`src/rtl/periferico_pkg.sv`:
```
// Shared definitions for the periferico receiver: handshake FSM encoding and default sizing.
package periferico_pkg;

  typedef enum logic {
    IDLE = 1'b0,
    ACK  = 1'b1
  } rxState_t;

  localparam int DEFAULT_W     = 16;
  localparam int DEFAULT_DEPTH = 4;

endpackage

```
`src/rtl/periferico_fifo.sv`:
```
// Receive FIFO for periferico_receptor: first-word-fall-through, occupancy counter drives full/empty.
module periferico_fifo
  import periferico_pkg::*;
#(
  parameter int W     = DEFAULT_W,
  parameter int DEPTH = DEFAULT_DEPTH
) (
  input  logic                     clk,
  input  logic                     rst,
  input  logic                     wrEn,
  input  logic [W-1:0]             wrData,
  input  logic                     rdEn,
  output logic [W-1:0]             rdData,
  output logic                     empty,
  output logic                     full,
  output logic [$clog2(DEPTH):0]   count
);

  localparam int AW = $clog2(DEPTH);
  localparam logic [AW:0] FULL_COUNT = (AW+1)'(DEPTH);

  logic [W-1:0]  mem [DEPTH];
  logic [AW-1:0] wrPtr;
  logic [AW-1:0] rdPtr;
  logic          doWrite;
  logic          doRead;

  assign doWrite = wrEn && !full;
  assign doRead  = rdEn && !empty;

  // Storage is deliberately left out of reset; only pointers and count define validity.
  always_ff @(posedge clk) begin
    if (doWrite) begin
      mem[wrPtr] <= wrData;
    end
  end

  always_ff @(posedge clk or negedge rst) begin
    if (!rst) begin
      wrPtr <= '0;
      rdPtr <= '0;
      count <= '0;
    end else begin
      if (doWrite) begin
        wrPtr <= wrPtr + 1'b1;
      end
      if (doRead) begin
        rdPtr <= rdPtr + 1'b1;
      end
      case ({doWrite, doRead})
        2'b10:   count <= count + 1'b1;
        2'b01:   count <= count - 1'b1;
        default: count <= count;
      endcase
    end
  end

  assign rdData = mem[rdPtr];
  assign empty  = (count == '0);
  assign full   = (count == FULL_COUNT);

endmodule

```
`src/rtl/periferico_receptor.sv`:
```
// Four-phase handshake receiver feeding a FIFO. Define SEND_SYNC_EN to pass send through a
// two-flop synchronizer; without it send is used directly.
module periferico_receptor
  import periferico_pkg::*;
#(
  parameter int W     = DEFAULT_W,
  parameter int DEPTH = DEFAULT_DEPTH
) (
  input  logic                     clk,
  input  logic                     rst,
  input  logic [W-1:0]             dado,
  input  logic                     send,
  output logic                     ack,
  input  logic                     rd_en,
  output logic [W-1:0]             rd_data,
  output logic                     empty,
  output logic                     full,
  output logic [$clog2(DEPTH):0]   count
);

  rxState_t state;
  logic     sendS;
  logic     wrEn;

`ifdef SEND_SYNC_EN
  logic sendMeta;
  logic sendSync;

  always_ff @(posedge clk or negedge rst) begin
    if (!rst) begin
      sendMeta <= 1'b0;
      sendSync <= 1'b0;
    end else begin
      sendMeta <= send;
      sendSync <= sendMeta;
    end
  end

  assign sendS = sendSync;
`else
  assign sendS = send;
`endif

  // Writing only from IDLE guarantees one FIFO entry per send pulse, however long it lasts.
  assign wrEn = (state == IDLE) && sendS && !full;

  always_ff @(posedge clk or negedge rst) begin
    if (!rst) begin
      state <= IDLE;
      ack   <= 1'b0;
    end else begin
      case (state)
        IDLE: begin
          if (wrEn) begin
            state <= ACK;
            ack   <= 1'b1;
          end
        end
        ACK: begin
          if (!sendS) begin
            state <= IDLE;
            ack   <= 1'b0;
          end
        end
        default: begin
          state <= IDLE;
          ack   <= 1'b0;
        end
      endcase
    end
  end

  periferico_fifo #(
    .W     (W),
    .DEPTH (DEPTH)
  ) uFifo (
    .clk    (clk),
    .rst    (rst),
    .wrEn   (wrEn),
    .wrData (dado),
    .rdEn   (rd_en),
    .rdData (rd_data),
    .empty  (empty),
    .full   (full),
    .count  (count)
  );

endmodule

```
`config.mk`:
```
export PLATFORM = sky130hd
export DESIGN_NAME = periferico_receptor
export DESIGN_NICKNAME = d
export VERILOG_FILES = /design/src/rtl/periferico_pkg.sv /design/src/rtl/periferico_fifo.sv /design/src/rtl/periferico_receptor.sv
export SDC_FILE = /design/constraint.sdc
export NUM_CORES = 1
export LEC_CHECK = 0
export CORE_MARGIN = 5
export CORE_UTILIZATION = 25
export DETAILED_ROUTE_END_ITERATION = 16
export SYNTH_ARGS = -nofsm -noshare
export SYNTH_HDL_FRONTEND = slang
export SYNTH_SLANG_ARGS = --single-unit
```
`constraint.sdc`:
```
create_clock -name clk -period 3.5 [get_ports clk]
set_clock_uncertainty 0.05 [all_clocks]
set_input_delay 0.35 -clock clk [delete_from_list [all_inputs] [get_ports clk]]
set_output_delay 0.35 -clock clk [all_outputs]
set_load 0.03 [all_outputs]
```
# Yosys cells after proc, flatten, opt, wreduce, memory -nomap -nowiden

Memory sizes are Yosys's and may differ from the RTL's.
Cells that the tools add are included.

Add/subtract/negate cells: 4
Equality and inequality tests: 5
Mux-type cells: 9
Bitwise operators: 1
Reductions and logical operators: 9

Operators with widths:

| operator                                         | number |
|---|---|
| 2-to-1 mux 1 bit                                 | 6 |
| case mux 3 bit (2 select lines)                  | 1 |
| adder 2 x 1 -> 2 bit, second input constant      | 2 |
| logical AND 1 bit                                | 4 |
| case mux 1 bit (2 select lines)                  | 2 |
| adder 3 x 1 -> 3 bit, second input constant      | 1 |
| == test 3 bit, second input constant             | 1 |
| zero test 3 bit                                  | 1 |
| subtractor 3 x 1 -> 3 bit, second input constant | 1 |
| == test 2 x 1 -> 1 bit, second input constant    | 1 |
| == test 2 bit, second input constant             | 1 |
| zero test 1 bit                                  | 2 |
| != test 2 x 1 -> 1 bit, second input constant    | 1 |
| != test 2 bit, second input constant             | 1 |
| AND reduction 2 bit                              | 1 |
| nonzero test 2 bit                               | 1 |
| inverter 1 bit                                   | 1 |

Register bits after elaboration: 9
RAM bits: 64
Input port bits: 20
Output and inout port bits: 22
Logic and storage cells: 34
Memories: 1

Memory list:

| name      | words | width | read ports | clocked after memory_dff | write ports | RTL line              | RTL |
|---|---|---|---|---|---|---|---|
| uFifo.mem | 4     | 16    | 1          | 0                        | 1           | periferico_fifo.sv:22 | `logic [W-1:0] mem [DEPTH];` |

# Longest topological paths before layout

Gate-level depths: netlist of the first run.

Depth after elaboration: 6
Gate-level depth with buffers: 9
Depth with buffers taken out: 9

# By module

From an unflattened synthesis of the first run, not the netlist that was laid out.

Cells, all modules: 128
Area, all modules: 2,865.2 µm²

Modules (own cells, without submodules):

| module              | times used | cells each | area an instance (µm²) | sequential area each (µm²) |
|---|---|---|---|---|
| periferico_fifo     | 1          | 121        | 2,775.2                | 2,097.0 |
| periferico_receptor | 1          | 7          | 90.1                   | 50.0 |

# Least setup slack after synthesis of the first run

No wires, ideal clock.

Path kind: register to register
From: register uFifo.count[2]
To: register uFifo.count[2]
Library setup time: 81 ps
Arrival time: 2,211 ps
Required time: 3,369 ps
Slack: 1,159 ps
Cell stages (with the launch flop): 10
Path buffers: 0
Period minus slack after synthesis: 2,341 ps
Cell sequence: dfrtp_1 nor3b_4 nor3b_4 inv_1 ha_1 inv_1 fa_1 xor2_1 nor2_1 xor2_1

Cells in the longest elaborated chain, start to end: 6
Elaborated cells on any way between the ends: 13
Those cells by class: 2 x add/sub; 3 x eq/ne; 1 x mux; 7 x reduce/logical

RTL lines:

| item                                                                         | RTL line                                         | RTL |
|---|---|---|
| start: declaration                                                           | periferico_fifo.sv:16                            | `output logic [$clog2(DEPTH):0] count` |
| start signal: assignment                                                     | periferico_fifo.sv:51                            | `2'b10: count <= count + 1'b1;` |
| start signal: assignment                                                     | periferico_fifo.sv:52                            | `2'b01: count <= count - 1'b1;` |
| start signal: assignment                                                     | periferico_fifo.sv:53                            | `default: count <= count;` |
| == test 3 bit *                                                              | periferico_fifo.sv:60                            | `assign full = (count == FULL_COUNT);` |
| via full                                                                     | periferico_receptor.sv:17                        | `output logic full,` |
| zero test 1 bit *                                                            | periferico_fifo.sv:28, periferico_receptor.sv:45 |  |
| logical AND 1 bit                                                            | periferico_receptor.sv:45                        | `assign wrEn = (state == IDLE) && sendS && !full;` |
| logical AND 1 bit *                                                          | periferico_fifo.sv:28                            | `assign doWrite = wrEn && !full;` |
| == test 2 x 1 -> 1 bit / == test 2 bit (equally long branches)               | periferico_fifo.sv:50                            | `case ({doWrite, doRead})` |
| case mux 3 bit (2 select lines) / nonzero test 2 bit (equally long branches) | n/a                                              |  |

The timed path passes the listed nets; every way through them passes the cells marked *.
A chain may end at the register's enable or synchronous reset.

# Worst setup path after layout of the first run

From: register uFifo.rdPtr[1]
To: output port rd_data[11]

Cells in the longest elaborated chain, start to end: 1

RTL lines:

| item                     | RTL line                  | RTL |
|---|---|---|
| start: declaration       | periferico_fifo.sv:24     | `logic [AW-1:0] rdPtr;` |
| start signal: assignment | periferico_fifo.sv:48     | `rdPtr <= rdPtr + 1'b1;` |
| memory read (4 x 16 bit) | n/a                       |  |
| end: declaration         | periferico_receptor.sv:15 | `output logic [W-1:0] rd_data,` |

No other way between the ends.

==> results.yml, run 1 <==
routing:
  routed_via_density: 4.11
  drc: 0
  post_drt_wl_per_cell_um: 15.6
  drt-pass1-iter-count: 2
  ant_nets: 0
  drtIter0Drc: 38
  routed_wl_mm: 5.04
  vias: 1323
place:
  place_area_mm2: 0.00341
  gp_congestion: 0.655
  dp_hpwl_mm: 3.20
  io_buffers: 41
critical_path:
  cp-start-kind: "register"
  crit_type: "register to output pin"
  arrival_ns: 2.09
  r2r_slack_ns: 1.37
  startpoint: "uFifo.rdPtr[1]$_DFFE_PN0P_"
  cp_max_fo: 12
  cpPeakStageDelay_ns: 0.61
  crit_slowest_cell: "clkdlybuf4s50_1"
  r2r_end: "uFifo.count[2]$_DFFE_PN0P_"
  critPathRequiredTime_ns: 3.10
  r2r-start: "uFifo.count[0]$_DFFE_PN0P_"
  crit_chain: "buf_4, mux4_2, clkdlybuf4s50_1"
  cp-end-kind: "output pin"
  reg2regPathDepth: 9
timing:
  finalCritPeriodShare_pct: 71.1
  rsz0062_at_grt: "false"
  layout_min_cycle_time_ns: 2.49
  fmax_mhz: 402
  tightestPinTransition_ns: 0.507
  setup_viol: 0
  finalHoldViolCount: 0
  max_slew_margin_pct: 66.2
  setup-tns-final_ns: 0
  slew_violations: 0
synthesis:
  synthesis.nets: 153
  ys_seq_elements: 73
  avgSynthCellArea_um2: 22.3
  synth_top_area_share_pct: 67.8
  netlist_area_mm2: 0.00283
  yosys.area.top_type: "edfxtp_1"
  syn_inst: 127
  yosysUniqueCellTypes: 20
  ys_warn_count: 0
  synth_area_leaders: "edfxtp_1 68%, mux4_2 13%, dfrtp_1 8.0%"
  ys_seq_area_share_pct: 75.8
power_and_ir_drop:
  ir_worst_vdd_uv: 349
  p_sw_w: 0.00104
  p_leak_nw: 1.28
  clkPwrFrac_pct: 30.1
  switching_share_pct: 30.8
  p_per_area_mw_per_mm2: 900
  seqPwrFrac_pct: 35.1
  power.share.combinational_pct: 34.8
  internal_power_w: 0.00233
grt:
  antenna_found_initial: 0
  grt_pass1_wl_mm: 7.71
  grt_pass1_vias: 1458
  grtUsageTotal_pct: 7.97
  grt_max_degree: 17
  grt.overflow.total: 0
cells_and_area:
  final_nets: 204
  fillerInstances: 1033
  drive_gt1_share_pct: 22.5
  antennaDiodeCount: 0
  most-common-layout-cells: "64 x edfxtp_1, 41 x clkdlybuf4s50_1, 16 x mux4_2, 9 x dfrtp_1, 9 x clkbuf_16"
  multiInputGateArea_um2: 627
  seqCellArea_mm2: 0.00215
  syn_to_final_growth_pct: 32.1
  layout.cells.most_common: "edfxtp_1"
  stdcell_area_mm2: 0.00374
floorplanning:
  dieWidth_um: 116
  fp.coreArea_mm2: 0.0110
  die_h_um: 116
  boundaryPins: 42
  rows: 38
  start_util_pct: 25.8
  dieArea_mm2: 0.0136
hold_path:
  hold_class: "input port to async pin"
clock_network:
  cts-root-buf: "clkbuf_16"
  h-tree-depth: 3
  clockBufferDepth: 2
  cts_tree: "done"
  cts_setup_buffers: 0
  clkSlewWorstSetupHoldPaths_ns: 0.05
  cts_sinks: 73
  ctsResizeCount: 0
  cts_made_buffers: 9
  clock_latency_ns: 0.32
  ctsHoldBuffers: 0
job:
  maxCapViolations: 0
run_status:
  outcome: "completed"
Yosys cell counts, drive strengths merged:
master   n
and2     4
mux2i    1
mux4    16
ha       5
mux2     1
a21boi   1
o21ai    1
nor3b    2
edfxtp  64
dfrtp    9
buf      4
xnor2    3
nor2     1
inv      7
nor3     1
xor2     3
fa       1
o31a     1
nand2    2
kinds of logic (layout without fill, tap and decap cells):
logic type | Yosys count | in the layout | share of synthesized area (%)
flops | 73 | 73 | 75.8
mux | 18 | 18 | 13.6
fa+ha+maj | 6 | 6 | 2.92
compound gates | 3 | 3 | 0.795
simple gates | 10 | 10 | 2.96
buf+inv | 11 | 66 | 2.08
xor+xnor | 6 | 6 | 1.86
how the worst max path moves through the flow:
| stage | slack (ns) | to | cells past startpoint |
|---|---|---|---|
| finish | 1.01 | rd_data[11] | 3 |
| global route | 0.91 | rd_data[4] | 3 |
| CTS | 0.97 | rd_data[11] | 3 |
| floorplan | 1.16 | uFifo.count[2]$_DFFE_PN0P_ | 9 |
| global placement | 1.29 | uFifo.count[2]$_DFFE_PN0P_ | 9 |
| detailed placement | 1.22 | uFifo.count[2]$_DFFE_PN0P_ | 9 |
per-stage QoR:
stage / cells / power [W] / util (%) / setup WS [ns] / hold WS, ns
after CTS: 322 / 0.00343 / 34.1 / 0.968 / 0.291
final: 322 / 0.00337 / 34.1 / 1.01 / 0.284
after global placement: 307 / 0.00239 / 31.0 / 1.29 / 0.482
after detailed placement: 307 / 0.00240 / 31.0 / 1.22 / 0.451
after global routing: 322 / 0.00354 / 34.1 / 0.908 / 0.317
after floorplan: 127 / 0.00197 / - / 1.16 / 0.00441
area by class of cell:
cell class | count | share of cell area (%)
Clock buffer | 9 | 6.02
Clock inverter | 6 | 2.88
Inverter | 7 | 0.702
Multi-Input combinational cell | 43 | 16.8
Sequential cell | 73 | 57.4
Tap cell | 140 | 4.68
Timing Repair Buffer | 44 | 11.6
sequential cells by signal, summed over array words and instances (netlist names):
name / flops
ack: 1
state: 1
uFifo.count: 3
uFifo.mem: 64
uFifo.rdPtr: 2
uFifo.wrPtr: 2
power groups by stage:
stage	clock, W	combinational (W)	sequential [W]
3_3_place_gp	0	0.00119	0.00120
4_1_cts	0.00104	0.00121	0.00119
2_1_floorplan	0	0.000763	0.00121
5_1_grt	0.00108	0.00126	0.00120
6_report	0.00101	0.00117	0.00118
3_5_place_dp	0	0.00120	0.00120
critical path: cells and delay by family (launching register included):
family                 cells  cell delay (ns)
buffers and inverters      2             0.90
flip-flops                 1             0.52
multiplexers               1             0.34
metal layers:
| layer | vias to the layer above | GRT usage [%] | part of all wire, % |
|---|---|---|---|
| li1 | 605 | - | - |
| met1 | 677 | 9.00 | 42 |
| met2 | 32 | 13.3 | 50 |
| met3 | 9 | 3.63 | 6.3 |
| met4 | 0 | 2.78 | 1.6 |
| met5 | - | 0 | 0 |
Note: power is estimated with default switching activity, not from simulation.
==> inputs of run 2 (changes only) <==
- clock period: 3.5 -> 2.45 ns (I/O delays scaled with it)
==> run 2 against run 1 <==
Compared with the run above: via count is 0.23% higher; die area did not move; sequential power is 42% higher; non-clock buffer count decreased by 1; worst hold slack worse by 0.10 ns; sequential share of layout area decreased by 0.96 points; clock power increased by 57%; count of clock-buffer cells in the layout is 1 higher; final area increased by 1.7%; worst setup slack worse by 0.66 ns; final cell count stayed put; global-route usage rose by 0.25 points; largest cell class unchanged.
==> results.yml, run 2 (synthesis gave the netlist of run 1 again) <==
run_status:
  outcome: "completed"
timing:
  finalCritPeriodShare_pct: 85.6
  slew_violations: 0
  setup-tns-final_ns: 0
  layout_min_cycle_time_ns: 2.10
  tightestPinTransition_ns: 0.480
  setup_viol: 0
  finalHoldViolCount: 0
  fmax_mhz: 477
  rsz0062_at_grt: "false"
  max_slew_margin_pct: 68.0
place:
  dp_hpwl_mm: 3.18
  io_buffers: 41
  gp_congestion: 0.615
  numPlacedInstances: 306
floorplanning:
  fp.coreArea_mm2: 0.0110
  boundaryPins: 42
  die_h_um: 116
  rows: 38
  dieArea_mm2: 0.0136
  start_util_pct: 25.8
  dieWidth_um: 116
grt:
  antenna_found_initial: 0
  grtUsageTotal_pct: 8.22
  grt_pass1_vias: 1480
  grt.overflow.total: 0
  grt_max_degree: 18
  grt_pass1_wl_mm: 7.89
critical_path:
  cp_max_fo: 6
  critPathRequiredTime_ns: 2.15
  cp-end-kind: "output pin"
  crit_type: "register to output pin"
  cp-start-kind: "register"
  reg2regPathDepth: 9
  arrival_ns: 1.80
routing:
  met1Wirelength_mm: 2.16
  drc: 0
  drtIter0Drc: 33
  drt-pass1-iter-count: 3
  ant_nets: 0
  post_drt_wl_per_cell_um: 15.9
  vias: 1326
  highest_layer: "met4"
  routed_via_density: 4.12
  routed_wl_mm: 5.11
  met3WireLength_um: 316
  dr_wl_met2_mm: 2.49
clock_network:
  clkSlewWorstSetupHoldPaths_ns: 0.06
  cts_made_buffers: 9
  clock_latency_ns: 0.33
  clockBufferDepth: 2
  cts_setup_buffers: 0
  h-tree-depth: 3
  cts-root-buf: "clkbuf_16"
  cts_sinks: 73
  ctsHoldBuffers: 0
  cts_tree: "done"
job:
  maxCapViolations: 0
power_and_ir_drop:
  power.share.combinational_pct: 33.7
  switching_share_pct: 30.4
  seqPwrFrac_pct: 34.0
  p_per_area_mw_per_mm2: 1300
  ir_worst_vdd_uv: 682
  p_sw_w: 0.00150
  internal_power_w: 0.00343
  p_leak_nw: 1.41
  clkPwrFrac_pct: 32.3
cells_and_area:
  largest_register_ffs: 64
  drive_gt1_share_pct: 24.2
  antennaDiodeCount: 0
  reg_top3: "uFifo.mem: 64 flops, uFifo.count: 3 flops"
  syn_to_final_growth_pct: 34.3
  most-common-layout-cells: "64 x edfxtp_1, 25 x clkdlybuf4s50_1, 16 x mux4_2, 13 x dlymetal6s2s_1"
  stdcell_count: 322
  final_nets: 203
  layout.cells.most_common: "edfxtp_1"
  top_register: "uFifo.mem"
hold_path:
  hold_class: "input port to async pin"
-- run 2: stage by stage --
| stage | total power, W | area, um2 | utilization, % | worst slack, ns | hold WS (ns) |
|---|---|---|---|---|---|
| 6_report | 0.00493 | 3800 | 34.6 | 0.352 | 0.179 |
| 3_5_place_dp | 0.00344 | 3410 | 31.0 | 0.251 | 0.455 |
| 2_1_floorplan | 0.00282 | 2830 | - | 0.109 | -0.101 |
| 3_3_place_gp | 0.00341 | 3410 | 31.0 | 0.351 | 0.472 |
| 4_1_cts | 0.00505 | 3770 | 34.3 | 0.00384 | 0.176 |
| 5_1_grt | 0.00517 | 3800 | 34.6 | 0.231 | 0.203 |
-- run 2: worst max-delay path: stages, from the launching register on --
cell	delay (ns)
dfrtp_1	0.46
nor3b_4	0.29
clkdlybuf4s50_1	0.72
-- run 2: repair_timing --
action | CTS | global route
resized for setup | 0 | 13
hold endpoints to repair | 0 | 0
endpoints found under the setup margin | 0 | 13
-- run 2: layer usage --
metal  track usage [%]  up-vias
met5                 0        -
met2              13.0       35
met3              2.80       11
met4              5.10        0
met1              9.62      675
li1                  -      605
-- run 2: layout make-up --
cell class                 instances  area, um2
clock buffer                      10        229
tap                              140        175
sequential                        73       2150
inverter                           7       26.3
multi-input combinational         43        627
fill                            1039       7180
timing repair buffer              43        463
clock inverter                     6        138
-- run 2: final timing paths --
path                                       startpoint                    endpoint  slack [ns]
setup / recovery           uFifo.count[0]$_DFFE_PN0P_                        full        0.35
hold / removal                                    rst  uFifo.count[2]$_DFFE_PN0P_        0.18
setup reg to reg           uFifo.count[0]$_DFFE_PN0P_  uFifo.count[2]$_DFFE_PN0P_        0.38
hold reg to reg                       ack$_DFFE_PN0P_             ack$_DFFE_PN0P_        0.47
max in group asynchronous                         rst  uFifo.rdPtr[0]$_DFFE_PN0P_        1.86
min in group clk                      ack$_DFFE_PN0P_             ack$_DFFE_PN0P_        0.47
-- run 2: power by group through the flow --
stage | clock (W) | sequential (W) | combinational (W)
CTS | 0.00163 | 0.00168 | 0.00174
global placement | 0 | 0.00169 | 0.00172
floorplan | 0 | 0.00173 | 0.00109
global route | 0.00169 | 0.00170 | 0.00178
detailed placement | 0 | 0.00170 | 0.00173
finish | 0.00159 | 0.00168 | 0.00166
==> inputs of run 3 (changes only) <==
- CTS_BUF_LIST: default -> sky130_fd_sc_hd__clkbuf_4
- DONT_BUFFER_PORTS: default -> 1
- SETUP_SLACK_MARGIN: default -> 0.4
==> run 3 against run 2 <==
Compared with the run above: count of clock-buffer cells in the layout decreased by 1; routed wire length is 6.9% higher; register-to-register slack improved by 0.05 ns; worst hold slack worse by 0.079 ns; clock power fell by 55%; via count down 6.8%; core utilization decreased by 3.4 points; maximum frequency grew 3.8%; first-iteration DRC count rose by 18%; critical path depth is 7 higher; critical endpoint is now uFifo.count[2]$_DFFE_PN0P_; largest cell class unchanged; highest routed layer unchanged.
==> results.yml, run 3 (synthesis gave the netlist of run 1 again) <==
place:
  place_area_mm2: 0.00301
  io_buffers: 0
  gp_congestion: 0.589
  dp_hpwl_mm: 3.24
timing:
  layout_min_cycle_time_ns: 2.02
  setup-tns-final_ns: 0
  tightestPinTransition_ns: 0.515
  finalCritPeriodShare_pct: 82.5
  rsz0062_at_grt: "true"
  setup_viol: 0
  max_slew_margin_pct: 65.6
  finalHoldViolCount: 0
  slew_violations: 0
  fmax_mhz: 495
cells_and_area:
  final_nets: 189
  antennaDiodeCount: 0
  stdcell_area_mm2: 0.00343
  most-common-layout-cells: "64 x edfxtp_1, 18 x dlygate4sd3_1, 16 x mux4_2, 9 x clkbuf_4, 8 x buf_4"
  layout.cells.most_common: "edfxtp_1"
  reg_top3: "uFifo.mem: 64 flops, uFifo.count: 3 flops"
  finish.utilization_pct: 31.2
  syn_to_final_growth_pct: 21.0
  largest_register_ffs: 64
  top_register: "uFifo.mem"
  drive_gt1_share_pct: 33.5
clock_network:
  clockBufferDepth: 2
  cts_sinks: 73
  h-tree-depth: 3
  clkSlewWorstSetupHoldPaths_ns: 0.10
  cts_made_buffers: 9
  cts_tree: "done"
  clock_latency_ns: 0.40
  cts-root-buf: "clkbuf_4"
routing:
  routed_wl_mm: 5.46
  drtIter0Drc: 39
  vias: 1236
  ant_nets: 0
  drt-pass1-iter-count: 3
  drc: 0
  post_drt_wl_per_cell_um: 17.8
  routed_via_density: 4.03
power_and_ir_drop:
  seqPwrFrac_pct: 45.1
  switching_share_pct: 37.0
  p_per_area_mw_per_mm2: 1130
  p_leak_nw: 1.15
  power.share.combinational_pct: 36.4
  internal_power_w: 0.00245
  p_sw_w: 0.00144
  clkPwrFrac_pct: 18.5
  ir_worst_vdd_uv: 763
floorplanning:
  boundaryPins: 42
  fp.coreArea_mm2: 0.0110
  rows: 38
  start_util_pct: 25.8
  dieWidth_um: 116
  dieArea_mm2: 0.0136
  die_h_um: 116
hold_path:
  worstHoldStart: "rd_en"
  hold_class: "input port to register"
grt:
  grt_pass1_wl_mm: 8.15
  grt_pass1_vias: 1420
  grt_max_degree: 17
  grtUsageTotal_pct: 8.56
  antenna_found_initial: 0
  grt.overflow.total: 0
critical_path:
  critPathRequiredTime_ns: 2.71
  critical-path-top-delay-family: "flip-flops"
  r2r_slack_ns: 0.43
  r2r-start: "uFifo.count[1]$_DFFE_PN0P_"
  cp-start-kind: "register"
  cpPeakStageDelay_ns: 0.52
  startpoint: "uFifo.count[1]$_DFFE_PN0P_"
  cp_max_fo: 5
  crit_chain: "nor3b_4, nor3b_4, inv_2, ha_4, inv_2, fa_2, xor2_1, nor2_1, xor2_1"
  crit_type: "register to register"
  arrival_ns: 2.29
  crit_slowest_cell: "dfrtp_2"
  critPathBufInv: 2
  cp-end-kind: "register"
job:
  maxCapViolations: 0
run_status:
  outcome: "completed"
-- run 3: cell types whose count changed in the layout (fill, tap and decap cells not counted), sizes merged --
cell / change
clkdlybuf4s50: -25
dlygate4sd3: +18
dlymetal6s2s: -13
buf: +5
bufinv: -3
clkinv: +3
clkinvlp: +1
inv: -1
-- run 3: worst paths after layout --
check,cells after the start,end
max,9,uFifo.count[2]$_DFFE_PN0P_
min,2,uFifo.rdPtr[0]$_DFFE_PN0P_
max reg2reg,9,uFifo.count[2]$_DFFE_PN0P_
min reg2reg,1,uFifo.rdPtr[1]$_DFFE_PN0P_
max in group asynchronous,1,uFifo.rdPtr[0]$_DFFE_PN0P_
min in group asynchronous,1,ack$_DFFE_PN0P_
-- run 3: per-layer routing --
metal	GRT usage (%)	wire length [um]	up-vias
met1	10.2	2320	620
met4	3.02	71	0
li1	-	-	577
met3	3.94	345	6
met2	13.7	2730	33
met5	0	0	-
-- run 3: power by group through the flow --
stage | Combinational [W] | Sequential (W) | Clock, W
floorplan | 0.00110 | 0.00174 | 0
global placement | 0.00128 | 0.00176 | 0
detailed placement | 0.00129 | 0.00178 | 0
CTS | 0.00141 | 0.00175 | 0.000742
global route | 0.00155 | 0.00178 | 0.000814
finish | 0.00142 | 0.00175 | 0.000718
-- run 3: stage by stage --
| stage | hold WS, ns | power, W | std cells | worst slack [ns] |
|---|---|---|---|---|
| floorplan | -0.101 | 0.00283 | 127 | 0.217 |
| global placement | -0.100 | 0.00304 | 267 | 0.377 |
| detailed placement | -0.100 | 0.00307 | 267 | 0.328 |
| CTS | 0.0370 | 0.00390 | 306 | 0.376 |
| global route | 0.0549 | 0.00414 | 307 | 0.300 |
| finish | 0.101 | 0.00389 | 307 | 0.429 |
-- run 3: timing repair --
item / in CTS / in global routing
gates resized for setup: 3 / 3
cloned: 0 / 1
endpoints found under the setup margin: 20 / 6
pin swaps: 4 / 2
buffers inserted: 6 / 0
hold buffers: 18 / 0
hold endpoints to repair: 75 / 0
-- run 3: area by class of cell --
| class | instances | area, um2 |
|---|---|---|
| sequential | 73 | 2150 |
| timing repair buffer | 29 | 305 |
| fill | 1057 | 7560 |
| clock buffer | 9 | 67.6 |
| tap | 140 | 175 |
| inverter | 7 | 26.3 |
| multi-input combinational | 43 | 642 |
| clock inverter | 6 | 58.8 |
